$ cat config.mk
export PLATFORM = sky130hd
export DESIGN_NAME = autoidx_seq_flat
export DESIGN_NICKNAME = d
export VERILOG_FILES = /design/src/rtl/autoidx_seq_if.sv /design/src/rtl/autoidx_seq.sv /design/src/flat_wrapper.sv
export SDC_FILE = /design/constraint.sdc
export NUM_CORES = 1
export LEC_CHECK = 0
export CELL_PAD_IN_SITES_DETAIL_PLACEMENT = 0
export CELL_PAD_IN_SITES_GLOBAL_PLACEMENT = 2
export CORE_MARGIN = 2
export CORE_UTILIZATION = 29
export CTS_BUF_LIST = sky130_fd_sc_hd__clkbuf_16
export DETAILED_ROUTE_END_ITERATION = 8
export PLACE_DENSITY = 0.76
export SYNTH_ARGS = -nofsm -noshare
export SYNTH_HDL_FRONTEND = slang
export SYNTH_SLANG_ARGS = --single-unit
$ cat constraint.sdc
create_clock -name clk -period 2.8 [get_ports clk]
set_clock_uncertainty 0.1 [all_clocks]
set_input_delay 0.84 -clock clk [delete_from_list [all_inputs] [get_ports clk]]
set_output_delay 0.84 -clock clk [all_outputs]
set_load 0.03 [all_outputs]
$ cat src/rtl/autoidx_seq_if.sv
// Memory bus between the auto-index sequencer (master) and the bus arbiter
// (slave). Single request/acknowledge access with a write-enable qualifier.
interface autoidx_seq_if;
   logic        mem_req;
   logic        mem_we;
   logic [15:0] mem_addr;
   logic [15:0] mem_wdata;
   logic [15:0] mem_rdata;
   logic        mem_ack;

   modport master (
      output mem_req,
      output mem_we,
      output mem_addr,
      output mem_wdata,
      input  mem_rdata,
      input  mem_ack
   );

   modport slave (
      input  mem_req,
      input  mem_we,
      input  mem_addr,
      input  mem_wdata,
      output mem_rdata,
      output mem_ack
   );
endinterface

$ cat src/rtl/autoidx_seq.sv
// Auto-index sequencer. On an accepted start it reads the pointer word at
// {6'b0, ir}, writes back the incremented/decremented pointer and reports the
// effective address with a one-cycle done pulse. Mode 00 bypasses the bus.
// Each bus access is abandoned after TIMEOUT unacknowledged wait cycles
// (TIMEOUT = 0 waits forever); the abandoned sequence ends with done + err.
// Optional feature macro: AUTOIDX_WRAP_EN -- when defined, wrap pulses in the
// done cycle if the pointer update crossed 16'hFFFF <-> 16'h0000.
module autoidx_seq #(
   parameter int unsigned TIMEOUT = 255
) (
   input  logic        clk,
   input  logic        reset,
   input  logic        start,
   input  logic [9:0]  ir,
   input  logic [1:0]  idx,
   output logic        busy,
   output logic        done,
   output logic        err,
   output logic [15:0] ea,
   output logic        wrap,
   autoidx_seq_if.master bus
);

   localparam int CW = (TIMEOUT < 2) ? 1 : $clog2(TIMEOUT + 1);

   typedef enum logic [1:0] {IDLE, READ, WRITE, DONE} state_t;

   state_t        state;
   logic [1:0]    idx_reg;
   logic [CW-1:0] cnt;
   logic [15:0]   ea_pend;
   logic [15:0]   upd_val;
   logic [15:0]   ea_val;
   logic          tmo;

   // Wait budget exhausted for the current access (never when TIMEOUT = 0).
   assign tmo = (TIMEOUT != 0) && (cnt == CW'(TIMEOUT));

   // Updated pointer and effective address derived from the word being read.
   always_comb begin
      upd_val = bus.mem_rdata + 16'd1;
      ea_val  = bus.mem_rdata;
      case (idx_reg)
         2'b10: begin
            upd_val = bus.mem_rdata - 16'd1;
            ea_val  = bus.mem_rdata - 16'd1;
         end
         2'b11: begin
            upd_val = bus.mem_rdata + 16'd1;
            ea_val  = bus.mem_rdata + 16'd1;
         end
         default: begin
            upd_val = bus.mem_rdata + 16'd1;
            ea_val  = bus.mem_rdata;
         end
      endcase
   end

`ifdef AUTOIDX_WRAP_EN
   logic wrap_val;
   logic wrap_pend;
   logic wrap_q;

   assign wrap = wrap_q;

   // Boundary crossing: decrement from 0, or increment from all-ones.
   always_comb begin
      wrap_val = (idx_reg == 2'b10) ? (bus.mem_rdata == 16'h0000)
                                    : (bus.mem_rdata == 16'hFFFF);
   end
`else
   assign wrap = 1'b0;
`endif

   // Sequencer FSM; every output is registered and set on state entry.
   always_ff @(posedge clk or posedge reset) begin
      if (reset) begin
         state         <= IDLE;
         idx_reg       <= 2'b00;
         cnt           <= '0;
         ea_pend       <= 16'h0000;
         busy          <= 1'b0;
         done          <= 1'b0;
         err           <= 1'b0;
         ea            <= 16'h0000;
         bus.mem_req   <= 1'b0;
         bus.mem_we    <= 1'b0;
         bus.mem_addr  <= 16'h0000;
         bus.mem_wdata <= 16'h0000;
`ifdef AUTOIDX_WRAP_EN
         wrap_pend     <= 1'b0;
         wrap_q        <= 1'b0;
`endif
      end else begin
         done <= 1'b0;
         err  <= 1'b0;
`ifdef AUTOIDX_WRAP_EN
         wrap_q <= 1'b0;
`endif
         case (state)
            IDLE: begin
               if (start) begin
                  idx_reg      <= idx;
                  bus.mem_addr <= {6'b0, ir};
                  busy         <= 1'b1;
                  if (idx == 2'b00) begin
                     // No pointer update: the operand field is the address.
                     ea    <= {6'b0, ir};
                     done  <= 1'b1;
                     state <= DONE;
                  end else begin
                     bus.mem_req <= 1'b1;
                     bus.mem_we  <= 1'b0;
                     cnt         <= '0;
                     state       <= READ;
                  end
               end
            end
            READ: begin
               if (bus.mem_ack) begin
                  // Keep mem_req high; only the direction flips for the write.
                  bus.mem_wdata <= upd_val;
                  ea_pend       <= ea_val;
`ifdef AUTOIDX_WRAP_EN
                  wrap_pend     <= wrap_val;
`endif
                  bus.mem_we    <= 1'b1;
                  cnt           <= '0;
                  state         <= WRITE;
               end else if (tmo) begin
                  bus.mem_req <= 1'b0;
                  done        <= 1'b1;
                  err         <= 1'b1;
                  state       <= DONE;
               end else begin
                  cnt <= cnt + CW'(1);
               end
            end
            WRITE: begin
               if (bus.mem_ack) begin
                  bus.mem_req <= 1'b0;
                  bus.mem_we  <= 1'b0;
                  ea          <= ea_pend;
                  done        <= 1'b1;
`ifdef AUTOIDX_WRAP_EN
                  wrap_q      <= wrap_pend;
`endif
                  state       <= DONE;
               end else if (tmo) begin
                  // Unconfirmed write: leave ea at its previous value.
                  bus.mem_req <= 1'b0;
                  bus.mem_we  <= 1'b0;
                  done        <= 1'b1;
                  err         <= 1'b1;
                  state       <= DONE;
               end else begin
                  cnt <= cnt + CW'(1);
               end
            end
            DONE: begin
               busy  <= 1'b0;
               state <= IDLE;
            end
            default: begin
               busy        <= 1'b0;
               bus.mem_req <= 1'b0;
               bus.mem_we  <= 1'b0;
               state       <= IDLE;
            end
         endcase
      end
   end

endmodule

$ cat src/flat_wrapper.sv
// flat-port wrapper written by rule: the top's interface ports become plain ports
module autoidx_seq_flat 
#(
   parameter int unsigned TIMEOUT = 255
)
  (clk, reset, start, ir, idx, busy, done, err, ea, wrap, bus_mem_req, bus_mem_we, bus_mem_addr, bus_mem_wdata, bus_mem_rdata, bus_mem_ack);
  autoidx_seq_if bus_i ();
  input  logic clk;
  input  logic reset;
  input  logic start;
  input  logic [9:0] ir;
  input  logic [1:0] idx;
  output logic busy;
  output logic done;
  output logic err;
  output logic [15:0] ea;
  output logic wrap;
  output wire logic [$bits(bus_i.mem_req)-1:0] bus_mem_req;
  output wire logic [$bits(bus_i.mem_we)-1:0] bus_mem_we;
  output wire logic [$bits(bus_i.mem_addr)-1:0] bus_mem_addr;
  output wire logic [$bits(bus_i.mem_wdata)-1:0] bus_mem_wdata;
  input wire logic [$bits(bus_i.mem_rdata)-1:0] bus_mem_rdata;
  input wire logic [$bits(bus_i.mem_ack)-1:0] bus_mem_ack;
  assign bus_mem_req = bus_i.mem_req;
  assign bus_mem_we = bus_i.mem_we;
  assign bus_mem_addr = bus_i.mem_addr;
  assign bus_mem_wdata = bus_i.mem_wdata;
  assign bus_i.mem_rdata = bus_mem_rdata;
  assign bus_i.mem_ack = bus_mem_ack;
  autoidx_seq #(.TIMEOUT(TIMEOUT)) u_core (.clk(clk), .reset(reset), .start(start), .ir(ir), .idx(idx), .busy(busy), .done(done), .err(err), .ea(ea), .wrap(wrap), .bus(bus_i));
endmodule
==> summary.md <==
| Metric | Value |
|---|---|
| Status | `complete, no violations` |
| Vias | `3,592` |
| CTS Buf Count | `9` |
| Number of cell rows | `44` |
| # hold bufs at CTS | `0` |
| Critical path's largest stage delay | `about 0.47 ns` |
| Drt first-iter violations | `177` |
| Crit. End Element | `flop` |
| HP Class | `flop to flop` |
| Unrepaired setup endpoints after global routing | `false` |
| Largest registers | `u_core.bus.mem_wdata x16, u_core.ea x16, u_core.ea_pend x16` |
| Post-DP HPWL | `approximately 8700 um` |
| Max Clk Rate | `between 0.3 and 0.4 GHz` |
| Gate Count Post-Synth | `449` |
| Ant. Diodes | `0` |
| DR DRC count | `0` |
| Commonest cells in the netlist | `dfrtp_1, nand2_1, o21ai_1` |
| Leakage power | `2.44 nW` |
| Share of layout cells above drive strength 1 | `0.181` |
| Fin nets | `593` |
| Post-route clock period utilization | `0.932` |
| DIE WIDTH | `125 um` |
| Initial antenna violation count | `0` |
| Worst slack, placed | `-0.161 ns` |
| FFs w/ async S/R, synth | `1.00` |
| CP cell instances | `clkdlybuf4s50_1, inv_1, ha_1, or3b_1, or2_1, o21ai_1, xor2_1, mux2_2` |
| Buf/Inv on CP | `2` |
| Post-layout util | `0.404` |
| CP Data Required Time | `~2.9 ns` |
| Post-synth top area share | `0.439` |
| Synth warnings | `0` |
| Fill cells | `between 1,000 and 1,500` |
| I/O pin count | `86` |
| Wire per inst | `15.1 um` |
| Clk_lat worst skew | `0.34 ns` |
| Area of the mapped netlist | `4270 um^2` |
| Setup violators final | `0` |
| Slew Viols, Final | `0` |
| Maximum vdd drop | `439 uV` |
| P&R area growth vs syn | `36.7%` |
| Post-route setup TNS | `0 ns` |
| Crit path launch type | `input port` |
| Post CTS Setup Buffer Count | `0` |
| Drt total wl | `11,200 um` |
| DRT Pass-1 Iters | `4` |
| Syn_area_per_cell | `approximately 9.5 um^2` |
| All-layer global routing usage | `0.146` |
| Crit path max-delay family | `simple AND/OR/NAND/NOR gates` |
| Vias in the first global route | `between 3,000 and 4,000` |
| CTS root buffer | `clkbuf_16` |
| Pin count of the biggest net entering global routing | `76` |
| Worst path slowest cell | `clkdlybuf4s50_1` |
| Core area | `14,500 um^2` |
| H-tree levels | `3` |
| GR Overflow Total | `0` |
| Crit-path max FO | `4` |
| Initial Utilization | `0.295` |
| Most common cell in the synthesized netlist | `dfrtp_1` |
| Clock Sinks | `75` |
| Post-layout minimum cycle time | `2.61 ns` |
| Top area cells in the synthesized netlist | `dfrtp_1, nand2_1, o21ai_1` |
| PwrDens | `1040 nW/um^2` |
| Cts repair resizes | `0` |
| Worst Path Class, Setup | `input port to flop` |
| Synth area leader | `dfrtp_1` |
| Synth unique cells | `between 60 and 70` |
| Final Hold Viols | `0` |
| First-pass GRT wire length | `18,600 um` |
| Clock Pin Slew Worst Setup and Hold Paths | `approximately 0.060 ns` |
| Final ANT Viol Nets | `0` |
| Sequential fraction of the synthesis area | `0.439` |
| Bufs on Longest Clock Path | `2` |
| Post-DR vias/cell | `4.83` |
| Hold Slack | `0.381 ns` |
| PnR worst setup slack | `between 0.15 and 0.2 ns` |
| Synthesized flop and latch total | `75` |
| Die height | `125 um` |
| Max cap viols | `0` |
| Crit path DAT | `2.73 ns` |
| EDFF count, synth | `0` |
| Main flop type after synthesis | `dfrtp_1` |
| Die area | `15,700 um^2` |
| GP Congestion | `between 0.8 and 0.9` |
| CTS tree | `built` |
| PortBufs | `78` |
## layout make-up
| type | count | area, um^2 | area share |
|---|---|---|---|
| multi-input cells | 329 | 2170 | 0.371 |
| repair buffers | 129 | 1180 | 0.201 |
| inverters | 10 | 41.3 | 0.00707 |
| flip-flops and latches | 75 | 1880 | 0.321 |
| clock inverters | 7 | 124 | 0.0212 |
| clock buffers | 9 | 225 | 0.0385 |
| well taps | 184 | 230 | 0.0394 |
## per-stage QoR
step	cells	instance area, um^2	power [mW]
floorplan	455	4300	3.63
global route	743	5840	6.47
CTS	743	5840	6.17
finish	743	5840	6.10
global placement	727	5490	4.77
detailed placement	727	5490	4.80
## per-layer routing
| layer | up-vias | wire length, um | share of wire | track usage |
|---|---|---|---|---|
| met5 | - | 0 | 0 | 0 |
| met4 | 0 | 153 | 0.014 | 0.0569 |
| met3 | 11 | 387 | 0.034 | 0.0193 |
| met2 | 72 | 5340 | 0.47 | 0.235 |
| met1 | 1695 | 5370 | 0.48 | 0.199 |
| li1 | 1814 | - | - | - |
## worst min-delay path, stage by stage (launching register included)
cell and delay [ns]:
dfrtp_1 0.34, nand2_1 0.05, o21ai_1 0.06
## cells by family after synthesis
family                   after synthesis  share of synthesized area
AND/OR/NAND/NOR                      144                      0.182
buffers and inverters                 51                     0.0583
XOR/XNOR                              26                     0.0533
adder cells (fa/ha/maj)                7                     0.0205
multiplexers                          30                     0.0747
other                                  1                   0.000878
AO/OA/AOI/OAI                        115                      0.171
flip-flops                            75                      0.439
## worst paths after layout
kind	from	to	slack, ns	cells after the start
setup / recovery	bus_mem_rdata[0]	u_core.bus.mem_wdata[4]$_DFFE_PP0P_	0.19	8
hold reg to reg	u_core.ea[3]$_DFFE_PP0P_	u_core.ea[3]$_DFFE_PP0P_	0.38	2
min in group asynchronous	reset	u_core.cnt[3]$_DFFE_PP0P_	0.88	3
hold / removal	u_core.ea[3]$_DFFE_PP0P_	u_core.ea[3]$_DFFE_PP0P_	0.38	2
max in group asynchronous	reset	u_core.bus.mem_wdata[14]$_DFFE_PP0P_	1.40	3
setup reg to reg	u_core.state[1]$_DFFE_PP0N_	u_core.ea[12]$_DFFE_PP0P_	0.65	7
## where the power goes
part	switching, mW	internal, mW	leakage (nW)
logic	1.65	1.27	1.34
registers	0.298	1.54	0.936
clock network	0.474	0.877	0.166
total	2.42	3.68	2.44
## cells in the final DEF, fill, tap and decap left out, drive strengths merged, types with 3 or more instances in the layout
| cell type | netlist | final |
|---|---|---|
| nand2 | 56 | 56 |
| xnor2 | 11 | 11 |
| bufinv | 0 | 3 |
| mux2i | 15 | 15 |
| nand3 | 11 | 11 |
| o31ai | 5 | 5 |
| clkbuf | 14 | 9 |
| dfrtp | 75 | 75 |
| nor3 | 8 | 8 |
| nor3b | 3 | 3 |
| inv | 10 | 10 |
| a31oi | 4 | 4 |
| nor4 | 10 | 10 |
| o21a | 3 | 3 |
| a21oi | 20 | 20 |
| conb | 1 | 7 |
| buf | 27 | 51 |
| o21ai | 54 | 54 |
| nor2 | 15 | 15 |
| and3 | 12 | 12 |
| mux2 | 15 | 15 |
| o22ai | 5 | 5 |
| xor2 | 15 | 15 |
| ha | 7 | 7 |
| nand4 | 9 | 9 |
| a31o | 3 | 3 |
| a22o | 7 | 7 |
| clkdlybuf4s50 | 0 | 78 |
| and4 | 4 | 4 |
(Power assumes the default switching activity.)
==> edit, RTL diff (same flow settings) <==
Put one more register stage on the output `err`, with the module's reset. The value now appears one clock later. The other outputs are not delayed to match.
--- a/src/rtl/autoidx_seq.sv
+++ b/src/rtl/autoidx_seq.sv
@@ -24,6 +24,8 @@
    localparam int CW = (TIMEOUT < 2) ? 1 : $clog2(TIMEOUT + 1);
 
    typedef enum logic [1:0] {IDLE, READ, WRITE, DONE} state_t;
+
+   logic err_s0;
 
    state_t        state;
    logic [1:0]    idx_reg;
@@ -81,7 +83,7 @@
          ea_pend       <= 16'h0000;
          busy          <= 1'b0;
          done          <= 1'b0;
-         err           <= 1'b0;
+         err_s0        <= 1'b0;
          ea            <= 16'h0000;
          bus.mem_req   <= 1'b0;
          bus.mem_we    <= 1'b0;
@@ -93,7 +95,7 @@
 `endif
       end else begin
          done <= 1'b0;
-         err  <= 1'b0;
+         err_s0 <= 1'b0;
 `ifdef AUTOIDX_WRAP_EN
          wrap_q <= 1'b0;
 `endif
@@ -130,7 +132,7 @@
                end else if (tmo) begin
                   bus.mem_req <= 1'b0;
                   done        <= 1'b1;
-                  err         <= 1'b1;
+                  err_s0      <= 1'b1;
                   state       <= DONE;
                end else begin
                   cnt <= cnt + CW'(1);
@@ -151,7 +153,7 @@
                   bus.mem_req <= 1'b0;
                   bus.mem_we  <= 1'b0;
                   done        <= 1'b1;
-                  err         <= 1'b1;
+                  err_s0      <= 1'b1;
                   state       <= DONE;
                end else begin
                   cnt <= cnt + CW'(1);
@@ -171,5 +173,13 @@
       end
    end
 
+   always_ff @(posedge clk or posedge reset) begin
+      if (reset) begin
+         err <= '0;
+      end else begin
+         err <= err_s0;
+      end
+   end
+
 endmodule
 
Formal check against the unedited RTL: same outputs for any inputs over 10 cycles, from zero or initial values and one cycle with reset high; that may be too few to reach the edited logic, so the function may still have changed.
==> edit against the original RTL <==
Sequential share of layout area down 0.093 points; critical path depth unchanged; wire length grew 7.3%; clock power fell by 16%; worst setup slack worse by 0.021 ns; final area up 1.6%; sequential cell count is 1 higher; synthesized cell count up 4.7%; power grew 0.28%; non-clock buffer count is 7 higher; synthesized area is 2.2% higher.
==> edit: results (changes against the original RTL) <==
Cell variety after synth 56 (-8.2%); Synth area leaders dfrtp_1 (44%), o21ai_0 (4.5%), nand2_1 (4.3%); DR iter-0 viols 312 (+76%); CTS Buf Count 9 (unchanged); mux cell area share after synthesis 0.0676 (-0.00705); CP Launch Point bus_mem_rdata[0]; Worst-path clk slew 0.06 ns (about the same); nets 620 (+4.6%); Synth async-reset ratio 1.00 (unchanged); Worst path max stage delay 0.47 ns (about the same); routability cong. 0.838 (-2.2%); hold_sp u_core.err_s0; Ys Warns 0 (unchanged); 1st-pass router iterations 5 (+1); compound-cell area share of the yosys netlist 0.145 (-0.0254); hold depth 0 (-2); largest net degree at the start of global routing 33 (-57%); clock latency on the worst-skew pair 0.34 ns (about the same); global-route wire length before repair 19,700 microns (+5.9%); Critical Path Fanout Max 2 (-2); actual slew at the worst max-slew pin 0.551 ns; # Post-CTS Setup Buffers 0 (unchanged); final HPWL from detailed placement 9110 microns (+5.1%); Synth top cells by count dfrtp_1 (76), nand2_1 (50), o21ai_0 (39), nor2_1 (36), a21oi_1 (24); family with the most delay on the worst path simple AND/OR/NAND/NOR gates; All-Layer GR Usage 0.158 (+0.0119); RR Startpoint u_core.state[1]; CP max-delay cell or4b_4; diodes inserted 0 (unchanged); Post-Route WL 12,100 microns (+7.3%); Tmin final 2.63 ns (+0.0214 ns); Worst VDD drop 0.000327 V (-26%); Synth Area in XOR/XNOR 0.0562 (+0.00287); Final setup viols 0 (unchanged); vias in the first global route 3,700 (+3.8%); Vias 3,775 (+5.1%); number of synthesized flops with an enable pin 0 (unchanged); Worst EP arrival 2.75 ns (+0.02 ns); leakage 2.49 nW (+1.8%); Post-Place Cell Area 5650 sq um (+2.9%); Fillers 1,486 (+1.6%); R2R cell count 6 (-1); H-Tree Depth 3 (unchanged); Post-Synth Adder-Cell Area 0.0201 (-0.000440); Largest regs u_core.bus.mem_wdata x16, u_core.ea x16, u_core.ea_pend x16; Hold WC Path Type reg2reg; status complete, no violations; share of cells above drive strength 1 0.166 (-0.0149); CTS resizes 0 (unchanged); Seq/Total Area, Yosys 0.436 (-0.00371); initial antenna violation count 0 (unchanged)
edit: cell count changes in the layout (fill, tap and decap cells not counted), moves of 6 or more:
| cell | unedited run | this run |
|---|---|---|
| o21ai_1 | 42 | 3 |
| o21ai_0 | 11 | 39 |
| nor2_1 | 15 | 36 |
| inv_1 | 9 | 18 |
| a22o_1 | 7 | 0 |
| nand2_1 | 56 | 49 |
| nand3_1 | 11 | 17 |
edit: cells by family (layout without fill, tap and decap cells):
kind of cell / count (synthesis) / after routing
AO/OA/AOI/OAI: 103 / 103
XOR/XNOR: 28 / 28
adder cells (fa/ha/maj): 7 / 7
buffers and inverters: 59 / 168
flip-flops: 76 / 76
multiplexers: 28 / 28
other: 1 / 7
AND/OR/NAND/NOR: 168 / 168
edit: worst paths after layout:
kind                                          end  slack, ns
max reg2reg                         u_core.cnt[3]       0.75
max in group asynchronous           u_core.cnt[2]       1.27
min reg2reg                            u_core.err       0.25
min                                    u_core.err       0.25
min in group asynchronous  u_core.bus.mem_addr[4]       0.80
max                            u_core.ea_pend[14]       0.17
edit: metal layers:
| layer | vias to the layer above | wire length, microns | track usage |
|---|---|---|---|
| li1 | 1865 | - | - |
| met3 | 14 | 520 | 0.0295 |
| met4 | 0 | 204 | 0.0556 |
| met2 | 98 | 5480 | 0.238 |
| met5 | - | 0 | 0 |
| met1 | 1798 | 5860 | 0.227 |
edit: metrics by stage:
stage	setup WS [ns]	total power, mW	instances
after floorplan	0.205	3.77	476
after global placement	-0.184	4.98	754
after detailed placement	-0.201	5.04	754
after CTS	0.173	6.21	769
after global routing	0.0800	6.55	769
final	0.169	6.12	769
edit: area by class of cell:
cell class                      count  area [sq um]  share of cell area
Sequential cell                    76          1900               0.320
Tap cell                          184           230              0.0388
Clock buffer                        9           225              0.0379
Timing Repair Buffer              136          1250               0.211
Inverter                           17          67.6              0.0114
Multi-Input combinational cell    341          2200               0.371
Clock inverter                      6          58.8             0.00990
edit: worst register-to-register path, cell delays in order (launching register included):
cell and delay [ns]:
dfrtp_1 0.43, inv_1 0.10, ha_1 0.32, a221oi_1 0.29, buf_4 0.23, nor2b_1 0.36, nor2_1 0.10
edit: where the power goes:
group	switching, mW	total (mW)	internal [mW]
Combinational	1.83	3.13	1.30
Clock	0.464	1.14	0.679
Sequential	0.284	1.85	1.57
